`src/rtl/tap_recorder_pkg.sv`:
```
// Shared types and timing constants for the tape-save recorder.
// Nominal ROM SAVE half-period lengths are in CPU T-states.
package tap_rec_pkg;

    localparam int CNT_W   = 13;
    localparam int T_PILOT = 2168;
    localparam int T_SYNC1 = 667;
    localparam int T_SYNC2 = 735;
    localparam int T_ZERO  = 855;
    localparam int T_ONE   = 1710;

    typedef enum logic [2:0] {
        CLS_SYNC,
        CLS_ZERO,
        CLS_ONE,
        CLS_PILOT,
        CLS_LONG
    } pulse_cls_e;

    typedef enum logic [2:0] {
        ST_IDLE,
        ST_WAIT_PILOT,
        ST_PILOT,
        ST_SYNC,
        ST_DATA,
        ST_COMMIT_LO,
        ST_COMMIT_HI
    } rec_state_e;

    // Thresholds are inclusive upper bounds, checked shortest first.
    function automatic pulse_cls_e classify(input logic [CNT_W-1:0] v,
                                            input int sync_max,
                                            input int zero_max,
                                            input int one_max,
                                            input int pilot_max);
        int vi;
        vi = int'(v);
        if (vi <= sync_max)       return CLS_SYNC;
        else if (vi <= zero_max)  return CLS_ZERO;
        else if (vi <= one_max)   return CLS_ONE;
        else if (vi <= pilot_max) return CLS_PILOT;
        else                      return CLS_LONG;
    endfunction

endpackage

```
`src/rtl/tap_recorder_if.sv`:
```
// TAP memory write port: the recorder drives, the memory listens.
interface tap_recorder_if #(
    parameter int ADDR_W = 16
) ();
    logic [ADDR_W-1:0] tap_wr_addr;
    logic [7:0]        tap_wr_data;
    logic              tap_wr_en;

    modport master (output tap_wr_addr, output tap_wr_data, output tap_wr_en);
    modport slave  (input  tap_wr_addr, input  tap_wr_data, input  tap_wr_en);
endinterface

```
`src/rtl/tap_recorder_classifier.sv`:
```
// MIC edge detector and half-period timer; classifies each half-period on
// the edge that ends it and flags a silence timeout once.
module tap_pulse_classifier
    import tap_rec_pkg::*;
#(
    parameter int SYNC_MAX  = 780,
    parameter int ZERO_MAX  = 1282,
    parameter int ONE_MAX   = 1939,
    parameter int PILOT_MAX = 2600,
    parameter int TIMEOUT_T = 7000
) (
    input  logic       clock_25,
    input  logic       RESET_N,
    input  logic       tstate_en_i,
    input  logic       mic_i,
    output logic       cls_vld_o,
    output pulse_cls_e cls_o,
    output logic       timeout_o
);

    logic             mic_prev_q;
    logic [CNT_W-1:0] cnt_q, cnt_d;
    logic             mic_edge;

    assign mic_edge = mic_i ^ mic_prev_q;

    // An edge reloads to 0 even when a T-state strobe lands in the same cycle.
    always_comb begin
        cnt_d = cnt_q;
        if (mic_edge)
            cnt_d = '0;
        else if (tstate_en_i && (cnt_q != CNT_W'(TIMEOUT_T)))
            cnt_d = cnt_q + CNT_W'(1);
    end

    always_ff @(posedge clock_25) begin
        if (!RESET_N) begin
            mic_prev_q <= 1'b0;
            cnt_q      <= '0;
        end else begin
            mic_prev_q <= mic_i;
            cnt_q      <= cnt_d;
        end
    end

    assign cls_vld_o = mic_edge;
    assign cls_o     = classify(cnt_q, SYNC_MAX, ZERO_MAX, ONE_MAX, PILOT_MAX);
    // Fires on the single step into saturation, so it pulses once per silence.
    assign timeout_o = tstate_en_i && !mic_edge && (cnt_q == CNT_W'(TIMEOUT_T - 1));

endmodule

```
`src/rtl/tap_recorder.sv`:
```
// Tape-save decoder: turns the ROM SAVE pulse stream on MIC-out into TAP
// blocks (2-byte little-endian length + data) in the TAP memory.
module tap_recorder
    import tap_rec_pkg::*;
#(
    parameter int ADDR_W    = 16,
    parameter int SYNC_MAX  = 780,
    parameter int ZERO_MAX  = 1282,
    parameter int ONE_MAX   = 1939,
    parameter int PILOT_MAX = 2600,
    parameter int MIN_PILOT = 256,
    parameter int TIMEOUT_T = 7000
) (
    input  logic              clock_25,
    input  logic              RESET_N,
    input  logic              tstate_en,
    input  logic              mic_out,
    input  logic              arm,
    input  logic              clear,
    tap_recorder_if.master    wr,
    output logic [ADDR_W-1:0] tap_end,
    output logic [7:0]        block_count,
    output logic              parity_ok,
    output logic              busy,
    output logic              err,
    output logic              full
);

    // Pointers carry one extra bit so "one past the top" is representable.
    localparam int PW   = ADDR_W + 1;
    localparam int PC_W = $clog2(MIN_PILOT + 1);

    logic       cls_vld;
    pulse_cls_e cls;
    logic       timeout;

    tap_pulse_classifier #(
        .SYNC_MAX  (SYNC_MAX),
        .ZERO_MAX  (ZERO_MAX),
        .ONE_MAX   (ONE_MAX),
        .PILOT_MAX (PILOT_MAX),
        .TIMEOUT_T (TIMEOUT_T)
    ) u_cls (
        .clock_25    (clock_25),
        .RESET_N     (RESET_N),
        .tstate_en_i (tstate_en),
        .mic_i       (mic_out),
        .cls_vld_o   (cls_vld),
        .cls_o       (cls),
        .timeout_o   (timeout)
    );

    rec_state_e        state_q, state_d;
    logic [PC_W-1:0]   pcnt_q, pcnt_d;
    logic [PW-1:0]     ptr_q, ptr_d;
    logic [PW-1:0]     blk_q, blk_d;
    logic [PW-1:0]     wp_q, wp_d;
    logic [2:0]        bit_cnt_q, bit_cnt_d;
    logic              half_q, half_d;
    pulse_cls_e        first_q, first_d;
    logic [7:0]        sh_q, sh_d;
    logic [7:0]        par_q, par_d;
    logic              err_q, err_d;
    logic              full_q, full_d;
    logic              pok_q, pok_d;
    logic [7:0]        bcnt_q, bcnt_d;
    logic              wen_q, wen_d;
    logic [ADDR_W-1:0] waddr_q, waddr_d;
    logic [7:0]        wdata_q, wdata_d;

    logic [ADDR_W-1:0] len_aw;
    logic [15:0]       len16;
    logic [7:0]        byte_w;

    assign len_aw = ADDR_W'(wp_q - blk_q - PW'(2));
    assign len16  = 16'(len_aw);
    assign byte_w = {sh_q[6:0], (cls == CLS_ONE)};

    always_ff @(posedge clock_25) begin
        if (!RESET_N) begin
            state_q   <= ST_IDLE;
            pcnt_q    <= '0;
            ptr_q     <= '0;
            blk_q     <= '0;
            wp_q      <= '0;
            bit_cnt_q <= '0;
            half_q    <= 1'b0;
            first_q   <= CLS_SYNC;
            sh_q      <= '0;
            par_q     <= '0;
            err_q     <= 1'b0;
            full_q    <= 1'b0;
            pok_q     <= 1'b0;
            bcnt_q    <= '0;
            wen_q     <= 1'b0;
            waddr_q   <= '0;
            wdata_q   <= '0;
        end else begin
            state_q   <= state_d;
            pcnt_q    <= pcnt_d;
            ptr_q     <= ptr_d;
            blk_q     <= blk_d;
            wp_q      <= wp_d;
            bit_cnt_q <= bit_cnt_d;
            half_q    <= half_d;
            first_q   <= first_d;
            sh_q      <= sh_d;
            par_q     <= par_d;
            err_q     <= err_d;
            full_q    <= full_d;
            pok_q     <= pok_d;
            bcnt_q    <= bcnt_d;
            wen_q     <= wen_d;
            waddr_q   <= waddr_d;
            wdata_q   <= wdata_d;
        end
    end

    always_comb begin
        state_d   = state_q;
        pcnt_d    = pcnt_q;
        ptr_d     = ptr_q;
        blk_d     = blk_q;
        wp_d      = wp_q;
        bit_cnt_d = bit_cnt_q;
        half_d    = half_q;
        first_d   = first_q;
        sh_d      = sh_q;
        par_d     = par_q;
        err_d     = err_q;
        full_d    = full_q;
        pok_d     = pok_q;
        bcnt_d    = bcnt_q;
        wen_d     = 1'b0;
        waddr_d   = waddr_q;
        wdata_d   = wdata_q;

        if (clear) begin
            ptr_d   = '0;
            bcnt_d  = '0;
            err_d   = 1'b0;
            full_d  = 1'b0;
            pok_d   = 1'b0;
            state_d = arm ? ST_WAIT_PILOT : ST_IDLE;
        end else if (!arm) begin
            // Abort: ptr is untouched, so a half-written block is simply overwritten later.
            state_d = ST_IDLE;
        end else begin
            unique case (state_q)
                ST_IDLE: state_d = ST_WAIT_PILOT;

                ST_WAIT_PILOT: begin
                    if (cls_vld && (cls == CLS_PILOT) && !full_q) begin
                        pcnt_d  = PC_W'(1);
                        state_d = ST_PILOT;
                    end
                end

                ST_PILOT: begin
                    if (cls_vld) begin
                        if (cls == CLS_PILOT) begin
                            if (pcnt_q < PC_W'(MIN_PILOT))
                                pcnt_d = pcnt_q + PC_W'(1);
                        end else if ((cls == CLS_SYNC) && (pcnt_q >= PC_W'(MIN_PILOT))) begin
                            state_d = ST_SYNC;
                        end else begin
                            state_d = ST_WAIT_PILOT;
                        end
                    end else if (timeout) begin
                        state_d = ST_WAIT_PILOT;
                    end
                end

                ST_SYNC: begin
                    if (cls_vld) begin
                        if (cls == CLS_SYNC) begin
                            state_d   = ST_DATA;
                            blk_d     = ptr_q;
                            wp_d      = ptr_q + PW'(2);
                            bit_cnt_d = '0;
                            half_d    = 1'b0;
                            sh_d      = '0;
                            par_d     = '0;
                        end else begin
                            state_d = ST_WAIT_PILOT;
                        end
                    end else if (timeout) begin
                        state_d = ST_WAIT_PILOT;
                    end
                end

                ST_DATA: begin
                    if (cls_vld) begin
                        if ((cls != CLS_ZERO) && (cls != CLS_ONE)) begin
                            err_d   = 1'b1;
                            state_d = ST_WAIT_PILOT;
                        end else if (!half_q) begin
                            half_d  = 1'b1;
                            first_d = cls;
                        end else if (cls != first_q) begin
                            err_d   = 1'b1;
                            state_d = ST_WAIT_PILOT;
                        end else begin
                            half_d    = 1'b0;
                            sh_d      = byte_w;
                            bit_cnt_d = bit_cnt_q + 3'd1;
                            if (bit_cnt_q == 3'd7) begin
                                if (wp_q[ADDR_W]) begin
                                    full_d  = 1'b1;
                                    state_d = ST_WAIT_PILOT;
                                end else begin
                                    wen_d   = 1'b1;
                                    waddr_d = wp_q[ADDR_W-1:0];
                                    wdata_d = byte_w;
                                    wp_d    = wp_q + PW'(1);
                                    par_d   = par_q ^ byte_w;
                                end
                            end
                        end
                    end else if (timeout) begin
                        if (wp_q != (blk_q + PW'(2))) begin
                            // Bits left over after the last whole byte are dropped.
                            if (half_q || (bit_cnt_q != 3'd0))
                                err_d = 1'b1;
                            state_d = ST_COMMIT_LO;
                        end else begin
                            state_d = ST_WAIT_PILOT;
                        end
                    end
                end

                ST_COMMIT_LO: begin
                    wen_d   = 1'b1;
                    waddr_d = blk_q[ADDR_W-1:0];
                    wdata_d = len16[7:0];
                    state_d = ST_COMMIT_HI;
                end

                ST_COMMIT_HI: begin
                    wen_d   = 1'b1;
                    waddr_d = blk_q[ADDR_W-1:0] + ADDR_W'(1);
                    wdata_d = len16[15:8];
                    ptr_d   = wp_q;
                    pok_d   = (par_q == 8'h00);
                    if (bcnt_q != 8'hFF)
                        bcnt_d = bcnt_q + 8'd1;
                    state_d = ST_WAIT_PILOT;
                end

                default: state_d = ST_IDLE;
            endcase
        end
    end

    assign wr.tap_wr_en   = wen_q;
    assign wr.tap_wr_addr = waddr_q;
    assign wr.tap_wr_data = wdata_q;

    assign tap_end     = ptr_q[ADDR_W-1:0];
    assign block_count = bcnt_q;
    assign parity_ok   = pok_q;
    assign err         = err_q;
    assign full        = full_q;
    assign busy        = (state_q == ST_PILOT) || (state_q == ST_SYNC) || (state_q == ST_DATA) ||
                         (state_q == ST_COMMIT_LO) || (state_q == ST_COMMIT_HI);

endmodule

```
`src/flat_wrapper.sv`:
```
// flat-port wrapper written by rule: the top's interface ports become plain ports
module tap_recorder_flat import tap_rec_pkg::*;
#(
    parameter int ADDR_W    = 16,
    parameter int SYNC_MAX  = 780,
    parameter int ZERO_MAX  = 1282,
    parameter int ONE_MAX   = 1939,
    parameter int PILOT_MAX = 2600,
    parameter int MIN_PILOT = 256,
    parameter int TIMEOUT_T = 7000
)
  (clock_25, RESET_N, tstate_en, mic_out, arm, clear, tap_end, block_count, parity_ok, busy, err, full, wr_tap_wr_addr, wr_tap_wr_data, wr_tap_wr_en);
  tap_recorder_if #(.ADDR_W(ADDR_W)) wr_i ();
  input  logic clock_25;
  input  logic RESET_N;
  input  logic tstate_en;
  input  logic mic_out;
  input  logic arm;
  input  logic clear;
  output logic [ADDR_W-1:0] tap_end;
  output logic [7:0] block_count;
  output logic parity_ok;
  output logic busy;
  output logic err;
  output logic full;
  output wire logic [$bits(wr_i.tap_wr_addr)-1:0] wr_tap_wr_addr;
  output wire logic [$bits(wr_i.tap_wr_data)-1:0] wr_tap_wr_data;
  output wire logic [$bits(wr_i.tap_wr_en)-1:0] wr_tap_wr_en;
  assign wr_tap_wr_addr = wr_i.tap_wr_addr;
  assign wr_tap_wr_data = wr_i.tap_wr_data;
  assign wr_tap_wr_en = wr_i.tap_wr_en;
  tap_recorder #(.ADDR_W(ADDR_W), .SYNC_MAX(SYNC_MAX), .ZERO_MAX(ZERO_MAX), .ONE_MAX(ONE_MAX), .PILOT_MAX(PILOT_MAX), .MIN_PILOT(MIN_PILOT), .TIMEOUT_T(TIMEOUT_T)) u_core (.clock_25(clock_25), .RESET_N(RESET_N), .tstate_en(tstate_en), .mic_out(mic_out), .arm(arm), .clear(clear), .wr(wr_i), .tap_end(tap_end), .block_count(block_count), .parity_ok(parity_ok), .busy(busy), .err(err), .full(full));
endmodule
```
`config.mk`:
```
export PLATFORM = sky130hd
export DESIGN_NAME = tap_recorder_flat
export DESIGN_NICKNAME = d
export VERILOG_FILES = /design/src/rtl/tap_recorder_pkg.sv /design/src/rtl/tap_recorder_if.sv /design/src/rtl/tap_recorder_classifier.sv /design/src/rtl/tap_recorder.sv /design/src/flat_wrapper.sv
export SDC_FILE = /design/constraint.sdc
export NUM_CORES = 1
export LEC_CHECK = 0
export BUFFER_PORTS_ARGS = -buffer_cell sky130_fd_sc_hd__buf_2
export CAP_MARGIN = 25
export CORE_ASPECT_RATIO = 1.4
export CORE_MARGIN = 4
export CORE_UTILIZATION = 56
export CTS_CLUSTER_SIZE = 8
export DETAILED_ROUTE_END_ITERATION = 16
export PLACE_DENSITY_LB_ADDON = 0.3
export SETUP_SLACK_MARGIN = 0.05
export SKIP_CTS_REPAIR_TIMING = 1
export SYNTH_ARGS = -nofsm -noshare
export SYNTH_HDL_FRONTEND = slang
export SYNTH_SLANG_ARGS = --single-unit
```
`constraint.sdc`:
```
create_clock -name clock_25 -period 4.1 [get_ports clock_25]
set_input_delay 0.41 -clock clock_25 [delete_from_list [all_inputs] [get_ports clock_25]]
set_output_delay 0.41 -clock clock_25 [all_outputs]
set_load 0.05 [all_outputs]
```
==> results of run 1 <==
## flip-flops by register name (all words and copies together) (netlist names)
name	flops
u_core.ptr_q	17
u_core.state_q	3
u_core.err	1
u_core.blk_q	17
u_core.parity_ok	1
u_core.first_q	3
u_core.par_q	8
u_core.block_count	8
u_core.wr.tap_wr_addr	16
u_core.full	1
u_core.bit_cnt_q	3
u_core.sh_q	7
u_core.u_cls.mic_prev_q	1
u_core.wr.tap_wr_data	8
u_core.wr.tap_wr_en	1
u_core.u_cls.cnt_q	13
u_core.half_q	1
u_core.wp_q	17
u_core.pcnt_q	9
## area by class of cell
class / count / share of cell area (%)
multi-input combinational: 864 / 56.32
sequential: 135 / 28.30
timing repair buffer: 79 / 4.809
clock buffer: 19 / 4.534
tap: 192 / 2.516
inverter: 55 / 2.162
clock inverter: 12 / 1.363
## cells in the mapped netlist (6+ instances only)
master	count	area, µm²
nand2b_1	16	100.1
buf_2	15	75.07
nor2_1	107	401.6
a21oi_1	83	415.4
and3_1	19	118.9
o32ai_1	10	87.58
dfxtp_1	135	2703
a22o_1	10	87.58
or3_1	8	50.05
ha_1	40	500.5
a22oi_1	6	45.04
a211oi_1	24	180.2
buf_4	17	127.6
xor2_1	31	271.5
nor2b_1	6	37.54
nand3_1	39	195.2
o21ai_0	67	335.3
and2_1	8	50.05
nand4_1	27	168.9
a31oi_1	20	125.1
inv_1	54	202.7
xnor2_1	32	280.3
nand2_1	148	555.5
nor3_1	32	160.2
mux2i_1	10	100.1
nor4_1	10	62.56
nor3b_1	6	45.04
a221oi_1	12	105.1
o21a_1	6	45.04
clkbuf_1	56	210.2
## metal layers
metal | up-vias | GRT usage (%) | wire, µm
met5 | - | 0 | 0
met4 | 0 | 16.90 | 1333
met3 | 104 | 5.743 | 1884
met2 | 383 | 48.75 | 12280
met1 | 4071 | 34.16 | 9980
li1 | 4111 | - | -
## logic make-up (layout without fill, tap and decap cells)
group,after synthesis,in the layout,share of synthesized area [%]
compound gates,295,295,22.37
xor+xnor,63,63,6.320
fa+ha+maj,41,41,5.962
buf+inv,149,165,7.523
flops,135,135,30.95
mux,12,12,1.447
simple gates,453,453,25.42
## worst min path at each step
stage                                    from                            endpoint  slack (ns)  depth (start not counted)
6_report                              mic_out  u_core.u_cls.mic_prev_q$_SDFF_PN0_        0.27                          2
4_1_cts                               mic_out  u_core.u_cls.mic_prev_q$_SDFF_PN0_        0.25                          2
5_1_grt                               mic_out  u_core.u_cls.mic_prev_q$_SDFF_PN0_        0.25                          2
3_5_place_dp   u_core.first_q[2]$_SDFFE_PN0P_      u_core.first_q[2]$_SDFFE_PN0P_        0.44                          2
3_3_place_gp   u_core.first_q[2]$_SDFFE_PN0P_      u_core.first_q[2]$_SDFFE_PN0P_        0.44                          2
2_1_floorplan  u_core.first_q[2]$_SDFFE_PN0P_      u_core.first_q[2]$_SDFFE_PN0P_        0.41                          2
## stage by stage
stage | std cells | cell area (µm²) | worst slack (ns) | total power (µW)
2_1_floorplan | 1148 | 8731 | 0.7832 | 1406
3_3_place_gp | 1323 | 8960 | 0.6521 | 1428
3_5_place_dp | 1323 | 8960 | 0.5478 | 1429
4_1_cts | 1354 | 9523 | 0.5096 | 2909
5_1_grt | 1356 | 9549 | 0.2848 | 2976
6_report | 1356 | 9549 | 0.4867 | 2893
## cell usage in the layout (no fill, tap or decap), drive strengths merged, types with 16 or more instances in the layout
cell      n
a211oi   26
inv      56
nand3    40
nand4    27
nor3     33
clkbuf   19
nand2b   16
nand2   148
a31oi    20
xnor2    32
and3     19
xor2     31
buf      79
ha       40
a21oi    83
dfxtp   135
nor2    107
o21ai    67
## report_power, final
group | switching, µW | total, µW | leakage [µW] | internal [µW]
Combinational | 62.6 | 84.8 | 0.00230 | 22.3
Sequential | 4.78 | 1320 | 0.00109 | 1310
Clock | 599 | 1490 | 0.000273 | 890
==> run_results.csv, run 1 <==
group,metric,value,unit
finish,diodes,0,
timing,maxSlewViolCount,0,
timing,worst_hold_slack,0.2659,ns
power,powerDensity,303.0,mW/mm²
clock_network,root_buffer,"clkbuf_16",
global_route,grt_max_degree,55,
yosys,syn-num-nets,1195,
finish,regArea,0.002703,mm²
timing,finalCritPeriodShare,88.13,%
yosys,ys_seq_area_share,30.95,%
timing,worst_pin_slew,0.9996,ns
finish,syn_to_final_growth,9.372,%
yosys,synth_ff_type,"dfxtp_1",
clock_network,cts_buffers,17,
timing,fmax,276.8,MHz
floorplan,rows,53,
worst_setup_path,critical_path_cell_count,13,
clock_network,clockBufferDepth,2,
yosys,synth_edf_count,0,
worst_setup_path,path_class,"reg -> reg",
timing,slew_headroom,33.17,%
clock_network,htreeDepth,4,
worst_setup_path,r2r_end,"u_core.wr.tap_wr_data[5]$_SDFFE_PN0P_",
detailed_routing,firstDrtPassIters,5,
worst_setup_path,cpLargestDelayFamily,"compound AO/OA/AOI/OAI gates",
worst_setup_path,cp_slowest_cell,"or4b_2",
finish,drive_above_1_share,11.17,%
clock_network,clkTransAtPathRegs,0.06,ns
detailed_routing,vias,8669,
detailed_routing,antenna_left,0,
min_path,hp-class,"in -> reg",
power,leakage,0.003661,µW
clock_network,cts.sinks,135,
timing,setup_viol,0,
clock_network,cts_tree,"yes",
worst_setup_path,r2r_slack,0.49,ns
finish,final_util,62.88,%
finish,multi_input_area,0.005378,mm²
global_route,grt_pass1_wl,41480,µm
worst_setup_path,required,4.44,ns
floorplan,design.core.area,0.01519,mm²
placed_design,hpwlAfterDp,18280,µm
detailed_routing,route.final.wire_length,25470,µm
worst_setup_path,slowest_delay,0.61,ns
timing,hold_violations,0,
timing,grt_setup_unrepaired,"no",
floorplan,die_area,0.01768,mm²
job,cap_violations,0,
global_route,grt-ovfl-total,0,
detailed_routing,wl_per_cell,18.79,µm
yosys,syn_inst,1148,
floorplan,fp.dieH,155.7,µm
outcome,status,"finished clean",
placed_design,gp_routability_congestion,1.039,
floorplan,io_pins,59,
worst_setup_path,cp_data_arrival_time,3.95,ns
worst_setup_path,startpoint,"u_core.wp_q[1]$_SDFFE_PN0P_",
worst_setup_path,crit_chain,"inv_1 > ha_1 > inv_1 > ha_1 > fa_1 > a211oi_1 > nor2_1 > o41a_1 > a41o_1 > or4b_2 > o21ai_0 > a21oi_1 > a211oi_1",
yosys,ys_async_sr_fraction,0,%
yosys,yosys_warnings,0,
worst_setup_path,path_buf_inv,2,
floorplan,initial_core_util,57.49,%
detailed_routing,drt_iter0_markers,797,
worst_setup_path,endpoint_kind,"flip-flop",
power,irDropWorstVdd,0.0002457,V
worst_setup_path,cp-start-kind,"flip-flop",
finish,n_fill_cell,1377,
timing,fin_tns_setup,0,ns
clock_network,insertion_delay,0.43,ns
floorplan,die_width,113.5,µm
yosys,netlist_area,0.008731,mm²
detailed_routing,viasPerCell,6.393,
yosys,synth_seq_cells,135,
timing,skew,0.008113,ns
detailed_routing,drc,0,
yosys,avgSynthCellArea,7.605,µm²
worst_setup_path,crit_end,"u_core.wr.tap_wr_data[5]$_SDFFE_PN0P_",
worst_setup_path,rr_startpoint,"u_core.wp_q[1]$_SDFFE_PN0P_",
global_route,grt_antenna_before_repair,0,
timing,period_needed,3.613,ns
global_route,grt_pass1_vias,8171,
worst_setup_path,reg2regPathDepth,13,
global_route,track_usage,29.02,%
placed_design,io_buffers,58,
finish,fin_nets,1199,
yosys,synth.distinct_cells,76,
worst_setup_path,critical_path_peak_fanout,4,
No activity file was read; power rests on OpenSTA's default activity.
==> run 2: changes to the inputs <==
--- a/config.mk
+++ b/config.mk
@@ -12,7 +12,7 @@
 export CORE_UTILIZATION = 56
 export CTS_CLUSTER_SIZE = 8
 export DETAILED_ROUTE_END_ITERATION = 16
-export PLACE_DENSITY_LB_ADDON = 0.3
+export PLACE_DENSITY = 0.75
 export SETUP_SLACK_MARGIN = 0.05
 export SKIP_CTS_REPAIR_TIMING = 1
 export SYNTH_ARGS = -nofsm -noshare
==> run 2 against run 1 <==
  * Combinational power is 2% higher
  * Sequential cell count stayed put
  * Design area is 1.0% higher
  * First-iteration DRC count is 1.4% lower
  * Sequential share of layout area is 0.28 points lower
  * Worst setup slack better by 0.0057 ns
  * Clock power is 9% higher
  * Critical path type unchanged
  * Largest cell class unchanged
  * Largest power group unchanged
==> run_results.csv, run 2 (synthesized netlist as in run 1, its figures left out) <==
group,metric,value,unit
detailed_routing,antenna_left,0,
clock_network,cts.sinks,135,
job,cap_violations,0,
power,irDropWorstVdd,0.0002225,V
global_route,grt_pass1_vias,8343,
finish,diodes,0,
global_route,grt_pass1_wl,41750,µm
power,powerDensity,314.7,mW/mm²
clock_network,root_buffer,"clkbuf_16",
timing,worst_pin_slew,0.9079,ns
timing,hold_violations,0,
worst_setup_path,required,4.45,ns
floorplan,io_pins,59,
worst_setup_path,path_class,"reg -> reg",
placed_design,hpwlAfterDp,18560,µm
floorplan,rows,53,
clock_network,insertion_delay,0.43,ns
global_route,grt_max_degree,35,
clock_network,htreeDepth,4,
power,leakage,0.003691,µW
floorplan,fp.dieH,155.7,µm
worst_setup_path,cp_data_arrival_time,3.95,ns
clock_network,cts_tree,"yes",
timing,skew,0.004889,ns
floorplan,design.core.area,0.01519,mm²
timing,period_needed,3.608,ns
power,fin_total_pwr,3035,µW
placed_design,dpl_cell_area,0.008995,mm²
finish,largest_registers,"u_core.blk_q x17, u_core.ptr_q x17, u_core.wp_q x17",
finish,final_cell_mix,"nand2_1, dfxtp_1, nor2_1",
floorplan,initial_core_util,57.49,%
finish,layout_commonest_cell,"nand2_1",
detailed_routing,wl_per_cell,18.76,µm
finish,n_fill_cell,1385,
min_path,hp-class,"in -> reg",
detailed_routing,drc,0,
finish,drive_above_1_share,11.31,%
clock_network,cts_buffers,17,
clock_network,clockBufferDepth,2,
detailed_routing,drt_iter0_markers,786,
timing,maxSlewViolCount,0,
worst_setup_path,cp-start-kind,"flip-flop",
floorplan,die_width,113.5,µm
floorplan,die_area,0.01768,mm²
finish,fin_nets,1201,
outcome,status,"finished clean",
clock_network,clkTransAtPathRegs,0.06,ns
timing,grt_setup_unrepaired,"no",
detailed_routing,viasPerCell,6.308,
detailed_routing,vias,8572,
global_route,grt_antenna_before_repair,0,
placed_design,gp_routability_congestion,0.9834,
timing,fin_tns_setup,0,ns
finish,syn_to_final_growth,10.46,%
timing,slew_headroom,38.92,%
placed_design,io_buffers,58,
placed_design,dp_cells,1325,
worst_setup_path,critical_path_peak_fanout,4,
detailed_routing,route.final.wire_length,25500,µm
finish,stdcell_area,0.009644,mm²
global_route,track_usage,29.27,%
worst_setup_path,endpoint_kind,"flip-flop",
global_route,grt-ovfl-total,0,
timing,setup_viol,0,
finish,instances_no_fill,1359,
detailed_routing,firstDrtPassIters,5,
timing,finalCritPeriodShare,87.99,%
timing,fmax,277.2,MHz
## run 2: cell count changes in the layout (fill, tap and decap cells not counted), sizes merged
cell / delta
bufinv: +2
buf: +2
clkinv: -5
clkbuf: +2
clkinvlp: +2
## run 2: path summary, 6_finish.rpt
kind | start | endpoint | slack [ns] | cells past startpoint
worst max register to register | u_core.wp_q[1]$_SDFFE_PN0P_ | u_core.wr.tap_wr_data[5]$_SDFFE_PN0P_ | 0.49 | 13
worst max-delay path | u_core.wp_q[1]$_SDFFE_PN0P_ | u_core.wr.tap_wr_data[5]$_SDFFE_PN0P_ | 0.49 | 13
worst min register to register | u_core.first_q[2]$_SDFFE_PN0P_ | u_core.first_q[2]$_SDFFE_PN0P_ | 0.45 | 2
worst min-delay path | mic_out | u_core.u_cls.mic_prev_q$_SDFF_PN0_ | 0.24 | 2
## run 2: routing by layer
layer	global-route usage [%]	wire length, µm
met1	32.67	9872
met2	51.73	12960
met3	5.976	1488
met4	15.81	1175
met5	0	0
## run 2: worst max-delay path: stages (launching register included)
cell	delay (ns)
dfxtp_1	0.38
inv_1	0.10
ha_1	0.28
inv_1	0.05
ha_1	0.23
fa_1	0.44
a211oi_1	0.24
nor2_1	0.11
o41a_1	0.37
a41o_1	0.30
or4b_2	0.61
o21ai_0	0.09
a21oi_1	0.09
a211oi_1	0.23
## run 2: through the flow
step | util, % | setup WS [ns] | hold WS, ns
after floorplan | - | 0.7832 | 0.4098
after global placement | 59.13 | 0.6601 | 0.4336
after detailed placement | 59.23 | 0.5616 | 0.4535
after CTS | 63.34 | 0.5264 | 0.2357
after global routing | 63.51 | 0.3188 | 0.2433
final | 63.51 | 0.4925 | 0.2413
## run 2: power by group
| part | leakage, µW | switching, µW | internal, µW | total, µW |
|---|---|---|---|---|
| Sequential | 0.00109 | 4.99 | 1320 | 1320 |
| Combinational | 0.00231 | 62.4 | 24.2 | 86.6 |
| Clock | 0.000290 | 594 | 1030 | 1630 |
| Total | 0.00369 | 662 | 2370 | 3040 |
## run 2: final cells by class
cell class,count,area [µm²],share of cell area [%]
flip-flops and latches,135,2703,28.02
clock inverters,11,172.7,1.790
clock buffers,21,450.4,4.670
multi-input cells,864,5378,55.76
repair buffers,81,494.2,5.125
inverters,55,206.4,2.141
well taps,192,240.2,2.491
